**src/rtl/apple_placer_pkg.sv**
```systemverilog
// apple_placer_pkg: grid geometry, coordinate type, placer state encoding and grid range helper
package apple_placer_pkg;
    localparam int GRID_W  = 30;
    localparam int GRID_H  = 20;
    localparam int COORD_W = 5;
    localparam int CELLS   = GRID_W * GRID_H;
    localparam int SCAN_W  = $clog2(CELLS + 1);
    typedef logic [COORD_W-1:0] coord_t;
    typedef enum logic [2:0] {IDLE, SAMPLE, CHECK, SCAN, SCAN_CHK, FULL} state_t;
    function automatic logic in_grid(input coord_t x, input coord_t y);
        return (x < coord_t'(GRID_W)) && (y < coord_t'(GRID_H));
    endfunction
endpackage

```
**src/rtl/apple_placer_if.sv**
```systemverilog
// apple_placer_if: eat request, random candidates, occupancy query/response and apple status
//   master: environment side (drives eat, rand_x/y, occ_hit)
//   slave:  placer side (drives occ_rd_*, apple_*, busy, grid_full)
interface apple_placer_if;
    import apple_placer_pkg::*;
    logic   eat;
    coord_t rand_x;
    coord_t rand_y;
    logic   occ_rd_en;
    coord_t occ_rd_x;
    coord_t occ_rd_y;
    logic   occ_hit;
    coord_t apple_x;
    coord_t apple_y;
    logic   apple_valid;
    logic   busy;
    logic   grid_full;
    modport master(output eat, rand_x, rand_y, occ_hit,
                   input occ_rd_en, occ_rd_x, occ_rd_y, apple_x, apple_y, apple_valid, busy, grid_full);
    modport slave(input eat, rand_x, rand_y, occ_hit,
                  output occ_rd_en, occ_rd_x, occ_rd_y, apple_x, apple_y, apple_valid, busy, grid_full);
endinterface

```
**src/rtl/apple_placer_grid_raster_step.sv**
```systemverilog
// grid_raster_step: next cell in raster order, x wraps into y+1, last row wraps to row 0
//   x, y   in   current cell
//   nx, ny out  successor cell
module grid_raster_step
    import apple_placer_pkg::*;
(
    input  coord_t x,
    input  coord_t y,
    output coord_t nx,
    output coord_t ny
);
    always_comb begin
        nx = (x == coord_t'(GRID_W - 1)) ? '0 : x + coord_t'(1);
        ny = (x != coord_t'(GRID_W - 1)) ? y : (y == coord_t'(GRID_H - 1)) ? '0 : y + coord_t'(1);
    end
endmodule

```
**src/rtl/apple_placer.sv**
```systemverilog
// apple_placer: picks a free grid cell for the next apple from random candidates, then raster fallback
//   clk, rst  clock and asynchronous active-high reset
//   bus       apple_placer_if.slave: eat/rand in, occupancy query out/hit in, apple position and status out
module apple_placer
    import apple_placer_pkg::*;
#(
    parameter int     MAX_TRIES = 16,
    parameter coord_t INIT_X    = coord_t'(2),
    parameter coord_t INIT_Y    = coord_t'(2)
) (
    input logic          clk,
    input logic          rst,
    apple_placer_if.slave bus
);
    localparam int TRY_W = $clog2(MAX_TRIES + 1);
    localparam logic [TRY_W-1:0]  TRY_MAX  = TRY_W'(MAX_TRIES);
    localparam logic [SCAN_W-1:0] SCAN_MAX = SCAN_W'(CELLS);
    state_t state, state_n;
    logic [TRY_W-1:0] try_cnt, try_n, base;
    logic [SCAN_W-1:0] scan_cnt, scan_n;
    coord_t cand_x, cand_y, cx_n, cy_n, step_x, step_y, start_x, start_y;
    coord_t qx_n, qy_n, ax_n, ay_n;
    logic en_n, av_n, busy_n, full_n, smp;
    grid_raster_step u_step (.x(cand_x), .y(cand_y), .nx(step_x), .ny(step_y));
    assign start_x = in_grid(cand_x, cand_y) ? step_x : '0;
    assign start_y = in_grid(cand_x, cand_y) ? step_y : '0;
    // A query is visible for one cycle and its hit arrives the next, so CHECK/SCAN_CHK
    // spend the query cycle waiting (occ_rd_en high) and judge occ_hit only once it drops.
    // Sampling a candidate is shared by IDLE (on eat), SAMPLE and a CHECK hit so an
    // occupied candidate costs two cycles and an out-of-range one costs one.
    always_comb begin
        state_n = state;
        try_n   = try_cnt;
        scan_n  = scan_cnt;
        cx_n    = cand_x;
        cy_n    = cand_y;
        en_n    = 1'b0;
        qx_n    = bus.occ_rd_x;
        qy_n    = bus.occ_rd_y;
        ax_n    = bus.apple_x;
        ay_n    = bus.apple_y;
        av_n    = bus.apple_valid;
        busy_n  = bus.busy;
        full_n  = bus.grid_full;
        smp     = 1'b0;
        base    = (state == CHECK) ? try_cnt + TRY_W'(1) : (state == IDLE) ? '0 : try_cnt;
        case (state)
            IDLE: begin
                if (bus.eat) begin
                    av_n   = 1'b0;
                    busy_n = 1'b1;
                    scan_n = '0;
                    smp    = 1'b1;
                end
            end
            SAMPLE: smp = 1'b1;
            CHECK: begin
                if (!bus.occ_rd_en) begin
                    if (!bus.occ_hit) begin
                        ax_n    = cand_x;
                        ay_n    = cand_y;
                        av_n    = 1'b1;
                        busy_n  = 1'b0;
                        state_n = IDLE;
                    end else if (base == TRY_MAX) begin
                        try_n   = base;
                        state_n = SCAN;
                    end else begin
                        smp = 1'b1;
                    end
                end
            end
            SCAN: begin
                cx_n    = start_x;
                cy_n    = start_y;
                en_n    = 1'b1;
                qx_n    = start_x;
                qy_n    = start_y;
                scan_n  = scan_cnt + SCAN_W'(1);
                state_n = SCAN_CHK;
            end
            SCAN_CHK: begin
                if (!bus.occ_rd_en) begin
                    if (!bus.occ_hit) begin
                        ax_n    = cand_x;
                        ay_n    = cand_y;
                        av_n    = 1'b1;
                        busy_n  = 1'b0;
                        state_n = IDLE;
                    end else if (scan_cnt == SCAN_MAX) begin
                        full_n  = 1'b1;
                        busy_n  = 1'b0;
                        state_n = FULL;
                    end else begin
                        cx_n   = step_x;
                        cy_n   = step_y;
                        en_n   = 1'b1;
                        qx_n   = step_x;
                        qy_n   = step_y;
                        scan_n = scan_cnt + SCAN_W'(1);
                    end
                end
            end
            default: ;
        endcase
        if (smp) begin
            cx_n = bus.rand_x;
            cy_n = bus.rand_y;
            if (in_grid(bus.rand_x, bus.rand_y)) begin
                en_n    = 1'b1;
                qx_n    = bus.rand_x;
                qy_n    = bus.rand_y;
                try_n   = base;
                state_n = CHECK;
            end else begin
                try_n   = base + TRY_W'(1);
                state_n = (base + TRY_W'(1) == TRY_MAX) ? SCAN : SAMPLE;
            end
        end
    end
    always_ff @(posedge clk or posedge rst) begin
        if (rst) begin
            state           <= IDLE;
            try_cnt         <= '0;
            scan_cnt        <= '0;
            cand_x          <= '0;
            cand_y          <= '0;
            bus.occ_rd_en   <= 1'b0;
            bus.occ_rd_x    <= '0;
            bus.occ_rd_y    <= '0;
            bus.apple_x     <= INIT_X;
            bus.apple_y     <= INIT_Y;
            bus.apple_valid <= 1'b1;
            bus.busy        <= 1'b0;
            bus.grid_full   <= 1'b0;
        end else begin
            state           <= state_n;
            try_cnt         <= try_n;
            scan_cnt        <= scan_n;
            cand_x          <= cx_n;
            cand_y          <= cy_n;
            bus.occ_rd_en   <= en_n;
            bus.occ_rd_x    <= qx_n;
            bus.occ_rd_y    <= qy_n;
            bus.apple_x     <= ax_n;
            bus.apple_y     <= ay_n;
            bus.apple_valid <= av_n;
            bus.busy        <= busy_n;
            bus.grid_full   <= full_n;
        end
    end
endmodule

```
**src/flat_wrapper.sv**
```systemverilog
// flat-port wrapper written by rule: the top's interface ports become plain ports
module apple_placer_flat import apple_placer_pkg::*;
#(
    parameter int     MAX_TRIES = 16,
    parameter coord_t INIT_X    = coord_t'(2),
    parameter coord_t INIT_Y    = coord_t'(2)
)
  (clk, rst, bus_eat, bus_rand_x, bus_rand_y, bus_occ_hit, bus_occ_rd_en, bus_occ_rd_x, bus_occ_rd_y, bus_apple_x, bus_apple_y, bus_apple_valid, bus_busy, bus_grid_full);
  apple_placer_if bus_i ();
  input logic clk;
  input logic rst;
  input wire logic [$bits(bus_i.eat)-1:0] bus_eat;
  input wire logic [$bits(bus_i.rand_x)-1:0] bus_rand_x;
  input wire logic [$bits(bus_i.rand_y)-1:0] bus_rand_y;
  input wire logic [$bits(bus_i.occ_hit)-1:0] bus_occ_hit;
  output wire logic [$bits(bus_i.occ_rd_en)-1:0] bus_occ_rd_en;
  output wire logic [$bits(bus_i.occ_rd_x)-1:0] bus_occ_rd_x;
  output wire logic [$bits(bus_i.occ_rd_y)-1:0] bus_occ_rd_y;
  output wire logic [$bits(bus_i.apple_x)-1:0] bus_apple_x;
  output wire logic [$bits(bus_i.apple_y)-1:0] bus_apple_y;
  output wire logic [$bits(bus_i.apple_valid)-1:0] bus_apple_valid;
  output wire logic [$bits(bus_i.busy)-1:0] bus_busy;
  output wire logic [$bits(bus_i.grid_full)-1:0] bus_grid_full;
  assign bus_i.eat = bus_eat;
  assign bus_i.rand_x = bus_rand_x;
  assign bus_i.rand_y = bus_rand_y;
  assign bus_i.occ_hit = bus_occ_hit;
  assign bus_occ_rd_en = bus_i.occ_rd_en;
  assign bus_occ_rd_x = bus_i.occ_rd_x;
  assign bus_occ_rd_y = bus_i.occ_rd_y;
  assign bus_apple_x = bus_i.apple_x;
  assign bus_apple_y = bus_i.apple_y;
  assign bus_apple_valid = bus_i.apple_valid;
  assign bus_busy = bus_i.busy;
  assign bus_grid_full = bus_i.grid_full;
  apple_placer #(.MAX_TRIES(MAX_TRIES), .INIT_X(INIT_X), .INIT_Y(INIT_Y)) u_core (.clk(clk), .rst(rst), .bus(bus_i));
endmodule
```
**config.mk**
```make
export PLATFORM = sky130hd
export DESIGN_NAME = apple_placer_flat
export DESIGN_NICKNAME = d
export VERILOG_FILES = /design/src/rtl/apple_placer_pkg.sv /design/src/rtl/apple_placer_if.sv /design/src/rtl/apple_placer_grid_raster_step.sv /design/src/rtl/apple_placer.sv /design/src/flat_wrapper.sv
export SDC_FILE = /design/constraint.sdc
export NUM_CORES = 1
export LEC_CHECK = 0
export ABC_AREA = 1
export ABC_CLOCK_PERIOD_IN_PS = 3100
export CAP_MARGIN = 20
export CORE_UTILIZATION = 40
export CTS_CLUSTER_SIZE = 24
export DETAILED_ROUTE_END_ITERATION = 10
export DONT_BUFFER_PORTS = 1
export HOLD_SLACK_MARGIN = 0.02
export PLACE_DENSITY_LB_ADDON = 0.2
export SLEW_MARGIN = 5
export SYNTH_ARGS = -nofsm -noshare
export SYNTH_HDL_FRONTEND = slang
export SYNTH_SLANG_ARGS = --single-unit
export TNS_END_PERCENT = 5
```
**constraint.sdc**
```tcl
create_clock -name clk -period 3.1 [get_ports clk]
set_clock_uncertainty 0.15 [all_clocks]
set_input_delay 0.62 -clock clk [delete_from_list [all_inputs] [get_ports clk]]
set_output_delay 0.62 -clock clk [all_outputs]
set_load 0.005 [all_outputs]
```
# ---- Yosys cells after proc, flatten, opt, wreduce, memory -nomap -nowiden
# Index checks and enable logic that the tools add are counted.
dict set report word_totals {
  memories 0
  romBits 0
  elab_cells 142
  register_bits 52
  mem_bits_rw 0
  latch_bits 0
}
dict set report op_classes {
  addsub 5
  n_mux 72
  shift 0
  n_reduce_logical 20
  mul 0
  order_cmp 4
  n_eq_ne 26
  n_div 0
  bitwise 2
}
# op count
set ops {}
lappend ops {{5-bit two-way mux} 31}
lappend ops {{10-bit two-way mux} 4}
lappend ops {{5-bit one-hot mux with 2 select lines} 4}
lappend ops {{10-bit one-hot mux with 3 select lines} 1}
lappend ops {{3-bit two-way mux} 8}
lappend ops {{5-bit by 1-bit adder with 5-bit output (second input constant)} 4}
lappend ops {{5-bit equality test (second input constant)} 4}
lappend ops {{5-bit less-than comparator (second input constant)} 4}
lappend ops {{1-bit two-way mux} 18}
lappend ops {{2-bit inequality test (second input constant)} 9}
lappend ops {{4-bit AND reduction} 4}
lappend ops {{10-bit by 1-bit adder with 10-bit output (second input constant)} 1}
lappend ops {{10-bit equality test (second input constant)} 1}
lappend ops {{5-bit AND reduction} 2}
lappend ops {{3-bit by 2-bit inequality test with 1-bit output (second input constant)} 3}
lappend ops {{3-bit one-hot mux with 3 select lines} 1}
lappend ops {{3-bit nonzero test} 3}
lappend ops {{2-bit nonzero test} 4}
lappend ops {{3-bit by 2-bit equality test with 1-bit output (second input constant)} 2}
lappend ops {{3-bit inequality test (second input constant)} 2}
lappend ops {{1-bit one-hot mux with 3 select lines} 2}
lappend ops {{6-bit AND reduction} 1}
lappend ops {{5-bit inequality test (second input constant)} 1}
lappend ops {{4-bit by 2-bit inequality test with 1-bit output (second input constant)} 1}
lappend ops {{11 further kinds} 14}

# ---- Logic depth before layout (Yosys ltp)
# Gate-level depths: netlist of the first run.
dict set report depth {
  word_depth 10
  mapped_depth 17
  depth_no_buf 16
}

# ---- Hierarchy
# Synthesis of the first run repeated with hierarchy kept, for this count alone.
dict set report unflattened {
  hier_cells 496
  area_unflattened_um2 3435.8
}
# mod instances area_each_um2 cells_per_inst seq_area_each_um2
set modules_own_cells {}
lappend modules_own_cells {apple_placer 1 3166.8 446 1305.0}
lappend modules_own_cells {grid_raster_step 1 269.0 50 0.0}

# ---- Worst setup path before layout of the first run
# Ideal clock, no wire load.
dict set report synth_timing {
  path_kind {register to register}
  startpoint {register u_core.state[2]}
  endpoint {register u_core.state[1]}
  path_stages_with_launch 17
  slack_ns 0.869
  synth_period_minus_slack_ns 2.231
  setup_time_ns 0.117
  t_arrival_ns 1.964
  required_ns 2.833
  path_buffers 1
  path_cell_list {dfrtp_1 > inv_2 > nand3_2 > a21oi_1 > inv_1 > ha_1 > inv_1 > nor2_1 > nand2_1 > nand2_2 > nand2_4 > buf_6 > nand2_2 > inv_2 > nand2_1 > nand2_1 > nand2_1}
}
dict set report synth_between {
  elab_chain_len 10
}
# item line
set synth_rtl {}
lappend synth_rtl {{start, declared} apple_placer.sv:18} ;# state_t state, state_n;
lappend synth_rtl {{start signal, assigned} apple_placer.sv:137} ;# state <= state_n;
lappend synth_rtl {{3-bit zero test} {apple_placer.sv:46, apple_placer.sv:47}}
lappend synth_rtl {{5-bit two-way mux (2 in a row)} apple_placer.sv:46} ;# base = (state == CHECK) ? try_cnt + TRY_W'(1) : (state == IDLE) ? '0 : try_cnt;
lappend synth_rtl {{5-bit equality test} apple_placer.sv:65} ;# end else if (base == TRY_MAX) begin
lappend synth_rtl {{1-bit two-way mux} apple_placer.sv:65}
lappend synth_rtl {{1-bit two-way mux} apple_placer.sv:59} ;# if (!bus.occ_hit) begin
lappend synth_rtl {{1-bit two-way mux} apple_placer.sv:58} ;# if (!bus.occ_rd_en) begin
lappend synth_rtl {{1-bit one-hot mux with 3 select lines} apple_placer.sv:47} ;# case (state)
lappend synth_rtl {{4-bit by 3-bit inequality test with 1-bit output (no source line), or another cell as far along} --}
lappend synth_rtl {{5-bit AND reduction (no source line)} --}
# Several ways; a longest one is shown, not always the timed one.
# A chain may end at the register's enable or synchronous reset.

# ---- Final worst setup path of the first run
dict set report layout_timing {
  startpoint {register u_core.state[2]}
  endpoint {register u_core.state[2]}
}
# The elaborated chain is that of the path after synthesis.

==> results.toml, run 1 <==
[status]
status = "completed"

[detailed_routing]
totalWireLength_um = 7880
drtIter0Drc = 136
via_per_inst = 4.94
route.detailed.drc = 0
post_drt_wl_per_cell_um = 13.5
ant_nets = 0
dr_total_vias = 2885
dr.pass1.iters = 5

[place]
routabilityCongestion = 0.851
io_buffers = 0
place_hpwl_um = 5950
place_area_sq_um = 3390

[sta]
finalCritPeriodShare_pct = 86.3
hold_viol_final = 0
rsz0062_at_grt = "no"
final_max_slew_viol_count = 0
period_minus_slack_ns = 2.68
tightestPinTransition_ns = 0.707
relSlewSlack_pct = 52.7
finalSetupViolCount = 0
fmax_mhz = 374
setup_tns_ns = 0

[critical_path]
path_class = "register to register"
crit_fanout = 32
arrival_ns = 2.73
r2r_slack_ns = 0.42
crit_path_end_kind = "register"
startpoint = "u_core.state[2]$_DFFE_PP0P_"
cp.required_ns = 3.16
startpoint_type = "register"
reg2reg_from = "u_core.state[2]$_DFFE_PP0P_"
worstRegToRegCells = 15

[die]
io_pins = 38
dieArea_sq_um = 8650
die_h_um = 93.0
rows = 32
core_sq_um = 7850
die_width_um = 93.0
initial_core_util_pct = 42.2

[clock_tree]
insertion_delay_ns = 0.31
cts_tree = "done"
clockRootBuffer = "clkbuf_8"
cts_resized = 0
clk_path_buf_depth = 2
clkTransAtPathRegs_ns = 0.10
cts_hold_buf = 0
cts_sinks = 52
numCtsBuffers = 5
post_cts_buffers = 0
h-tree-depth = 2

[synth]
synth_top_family_by_area = "simple AND/OR/NAND/NOR gates"
synth.net_count = 503
seq_area_frac_synth_pct = 39.4
synth_area_leaders = "dfrtp_1 (37%), nand2_1 (20%), inv_1 (5.8%)"
synth_compound_area_share_pct = 10.1
synth_xor_xnor_area_share_pct = 1.85
syn_area_sq_um = 3310
synth-seq-cells = 52
yosys.area.top_type = "dfrtp_1"
synth.most_common_cell = "nand2_1"
syn_area_per_cell_sq_um = 6.89
synthTopCellsByCount = "nand2_1 (177), inv_1 (51), dfrtp_1 (49)"
synth_edf_count = 0
synth-main-ff-cell = "dfrtp_1"
synthCells = 481
yosysWarnings = 0
postSynth.asyncResetShare_pct = 100
synthAdderAreaFrac_pct = 3.02
yosys.area.top_type_share_pct = 37.0
synthMuxAreaShare_pct = 0.680
synth-simple-area-share_pct = 36.2
yosys.cell_types.count = 35

[finish]
ff_latch_area_sq_um = 1310
final_nets = 503
multi_input_area_sq_um = 1720
fillCellCount = 849
diodes = 0
drive_gt1_share_pct = 8.09
syn_to_final_growth_pct = 6.46
fin_area_sq_um = 3530

[power]
power_density_nw_per_um2 = 1020
p_leak_nw = 1.79
ir_drop_uv = 424

[global_route]
grt_pass1_vias = 2720
overflow = 0
grt_pass1_wl_um = 13300
grt_start_max_net_pins = 53
grt_usage_pct = 19.4
antenna_found_initial = 0

[flow_run]
drv_cap = 0

[hold_path]
holdCritPathClass = "input pin to asynchronous set/reset pin"
[cell type report]
type	count	area share [%]
clock inverters	3	1.95
repair buffers	2	0.426
inverters	60	6.39
flip-flops and latches	52	37.0
clock buffers	5	1.95
multi-input cells	360	48.7
well taps	102	3.62
[final timing paths]
check | endpoint
worst max-delay path | u_core.state[2]$_DFFE_PP0P_
worst min-delay path | u_core.scan_cnt[6]$_DFFE_PP0P_
worst max register to register | u_core.state[2]$_DFFE_PP0P_
worst min register to register | u_core.cand_y[3]$_DFFE_PP0P_
max in group asynchronous | u_core.try_cnt[3]$_DFFE_PP0P_
min in group clk | u_core.bus.occ_rd_y[4]$_DFF_PP0_
[critical path, cell delays in order, from the launching register on]
cell	delay, ns
dfrtp_1	0.47
inv_2	0.14
nand3_2	0.17
a21oi_1	0.38
inv_1	0.11
ha_1	0.23
inv_1	0.06
nor2_1	0.04
nand2_1	0.07
nand2_2	0.08
nand2_4	0.27
inv_2	0.07
nand2_1	0.11
nand2_1	0.10
nand2_1	0.07
nand2_1	0.05
[state kept, by name, indices dropped and copies added, names as in the netlist]
| signal | count |
|---|---|
| u_core.bus.apple_y | 5 |
| u_core.bus.occ_rd_y | 5 |
| u_core.cand_y | 5 |
| u_core.cand_x | 5 |
| u_core.bus.occ_rd_en | 1 |
| u_core.bus.busy | 1 |
| u_core.bus.grid_full | 1 |
| u_core.state | 3 |
| u_core.bus.occ_rd_x | 5 |
| u_core.bus.apple_valid | 1 |
| u_core.bus.apple_x | 5 |
| u_core.scan_cnt | 10 |
| u_core.try_cnt | 5 |
[metrics by stage]
step                power [mW]  cells  hold WS [ns]  util (%)  setup slack (ns)
floorplan                 2.68    481         0.299         -             0.869
global placement          3.01    576         0.322      43.2             0.557
detailed placement        3.03    576         0.326      43.2             0.438
CTS                       3.62    584         0.242      44.9             0.429
global route              3.98    584         0.275      44.9             0.182
finish                    3.60    584         0.215      44.9             0.423
[logic make-up after synthesis]
group / Yosys count
AO/OA/AOI/OAI: 62
XOR/XNOR: 7
adder cells (fa/ha/maj): 8
buffers and inverters: 69
flip-flops: 52
multiplexers: 2
AND/OR/NAND/NOR: 281
[routing by layer]
metal / vias to the layer above / part of all wire, % / GRT usage [%]
li1: 1525 / - / -
met1: 1304 / 49 / 27.6
met2: 49 / 45 / 29.4
met3: 7 / 5.0 / 4.47
met4: 0 / 0.84 / 5.26
met5: - / 0 / 0
[cell usage in the layout (no fill, tap or decap), types with 7 or more instances in the layout]
cell and instances:
a21oi_1 14, dfrtp_1 49, ha_1 8, inv_1 50
inv_2 10, nand2_1 177, nand3_1 35, nor2_1 42
o21ai_0 22, o21ai_1 18, xor2_1 7
[report_power, final]
group	switching, mW	internal [mW]
Clock	0.251	0.325
Sequential	0.256	0.951
Combinational	1.23	0.588
Total	1.74	1.86
Power figures use the tool's default switching activity.
==> inputs of run 2 (changes only) <==
--- a/config.mk
+++ b/config.mk
@@ -8,8 +8,8 @@
 export ABC_AREA = 1
 export ABC_CLOCK_PERIOD_IN_PS = 3100
 export CAP_MARGIN = 20
-export CORE_UTILIZATION = 40
-export CTS_CLUSTER_SIZE = 24
+export CORE_UTILIZATION = 55
+export CTS_CLUSTER_SIZE = 10
 export DETAILED_ROUTE_END_ITERATION = 10
 export DONT_BUFFER_PORTS = 1
 export HOLD_SLACK_MARGIN = 0.02
==> run 2 against run 1 <==
Total power fell by 4.5%. Final area fell by 1.7%. Global-route usage rose by 6.9 points. Fmax rose by 0.87%. Wire length fell by 5.7%. Die area fell by 27%. Cell count fell by 4.6%. Setup slack improved by 0.023 ns. Sequential power barely moved. Clock power fell by 30%. Non-clock buffer count rose by 3. Register-to-register slack improved by 0.02 ns. Largest cell class unchanged. Highest routed layer unchanged.
==> results.toml, run 2 (synthesis results as in run 1) <==
[critical_path]
cp.required_ns = 3.16
reg2reg_from = "u_core.state[2]$_DFFE_PP0P_"
arrival_ns = 2.71
startpoint_type = "register"
r2r_slack_ns = 0.45
crit_chain = "inv_2 -> nand3_2 -> a21oi_1 -> inv_1 -> ha_1 -> inv_1 -> nor2_1 -> nand2_1 -> nand2_2 -> nand2_4 -> inv_2 -> nand2_2 -> inv_1 -> nand2_1 -> nand2_1"
worstReg2RegEnd = "u_core.try_cnt[4]$_DFFE_PP0P_"
crit_fanout = 32
crit_path_end_kind = "register"
worstRegToRegCells = 15
max_stage_delay_ns = 0.46
critPathSlowestCell = "dfrtp_1"
path_class = "register to register"

[sta]
rsz0062_at_grt = "no"
setup_tns_ns = 0
finalSetupViolCount = 0
layout_setup_ws_ns = 0.446
finalCritPeriodShare_pct = 85.6
whs_ns = 0.300
final_max_slew_viol_count = 0
fmax_mhz = 377
period_minus_slack_ns = 2.65
relSlewSlack_pct = 64.8
tightestPinTransition_ns = 0.526
hold_viol_final = 0

[finish]
multi_input_area_sq_um = 1720
ff_latch_area_sq_um = 1310
utilization_pct = 61.4
largest_reg_flops = 10
syn_to_final_growth_pct = 4.65
final_cell_mix = "nand2_1 (177), inv_1 (50), dfrtp_1 (49), nor2_1 (42), nand3_1 (35)"
final_common_cell = "nand2_1"
drive_gt1_share_pct = 8.45
regMostFlops = "u_core.scan_cnt"
fillCellCount = 538
diodes = 0
final_cells = 557
fin_area_sq_um = 3470
final_nets = 506

[detailed_routing]
post_drt_wl_per_cell_um = 13.3
dr.pass1.iters = 6
ant_nets = 0
totalWireLength_um = 7430
route.detailed.drc = 0
drtIter0Drc = 220
dr_total_vias = 2982
via_per_inst = 5.35

[hold_path]
min-delay-start = "bus_rand_y[4]"
min_to = "u_core.bus.occ_rd_y[4]$_DFF_PP0_"
whs_path_depth = 2
holdCritPathClass = "input pin to register"

[die]
initial_core_util_pct = 58.7
die_h_um = 79.6
dieArea_sq_um = 6340
rows = 27
io_pins = 38
die_width_um = 79.6
core_sq_um = 5640

[place]
dp_slack_ns = 0.480
routabilityCongestion = 0.935
place_hpwl_um = 5560
place_area_sq_um = 3370
io_buffers = 0
placed_cells = 548

[power]
power_density_nw_per_um2 = 992
ir_drop_uv = 434
finalPower_mw = 3.44
p_leak_nw = 1.78

[clock_tree]
cts_sinks = 52
h-tree-depth = 2
clkTransAtPathRegs_ns = 0.10
clockRootBuffer = "clkbuf_8"
insertion_delay_ns = 0.32
cts_tree = "done"
numCtsBuffers = 5
clk_path_buf_depth = 2

[global_route]
grt_pass1_vias = 2856
grt_pass1_wl_um = 13100
grt_start_max_net_pins = 33
grt_usage_pct = 26.3
antenna_found_initial = 0
overflow = 0

[status]
status = "completed"

[flow_run]
drv_cap = 0
-- run 2: layout make-up --
| class | count | share of cell area [%] |
|---|---|---|
| clock buffers | 5 | 1.99 |
| flip-flops and latches | 52 | 37.7 |
| inverters | 60 | 6.50 |
| multi-input cells | 360 | 49.5 |
| well taps | 72 | 2.60 |
| clock inverters | 3 | 0.614 |
| repair buffers | 5 | 1.16 |
-- run 2: critical path, delay by kind of cell (launching register included) --
| family | cells | cell delay (ns) |
|---|---|---|
| buffers and inverters | 5 | 0.46 |
| adders and majority gates | 1 | 0.23 |
| AOI/OAI and AO/OA | 1 | 0.38 |
| and+or+nand+nor | 8 | 0.86 |
| DFF | 1 | 0.46 |
-- run 2: worst max-delay path by stage --
stage / from / endpoint / cells after the start
6_report: u_core.state[2]$_DFFE_PP0P_ / u_core.try_cnt[4]$_DFFE_PP0P_ / 15
5_1_grt: u_core.state[2]$_DFFE_PP0P_ / u_core.try_cnt[0]$_DFFE_PP0P_ / 15
4_1_cts: u_core.state[2]$_DFFE_PP0P_ / u_core.try_cnt[4]$_DFFE_PP0P_ / 15
3_5_place_dp: u_core.state[2]$_DFFE_PP0P_ / u_core.try_cnt[4]$_DFFE_PP0P_ / 15
3_3_place_gp: u_core.state[2]$_DFFE_PP0P_ / u_core.cand_x[2]$_DFFE_PP0P_ / 14
2_1_floorplan: u_core.state[2]$_DFFE_PP0P_ / u_core.state[1]$_DFFE_PP0P_ / 16
-- run 2: routing by layer --
metal | track usage [%] | routed length (um) | vias to the layer above | share of wire (%)
li1 | - | - | 1534 | -
met1 | 36.8 | 3650 | 1363 | 49
met2 | 41.5 | 3250 | 78 | 44
met3 | 5.37 | 459 | 7 | 6.2
met4 | 6.55 | 69 | 0 | 0.93
met5 | 0 | 0 | - | 0
-- run 2: timing repair --
item	4_1_cts	5_1_grt
endpoints found under the hold margin	8	0
hold buffers	1	0
buffers inserted	0	0
gates resized for setup	0	0
-- run 2: where the power goes --
group          internal, mW  switching, mW  leakage [nW]
registers             0.951          0.250         0.661
logic                 0.589           1.24          1.08
clock network         0.161          0.245        0.0445
total                  1.70           1.74          1.78
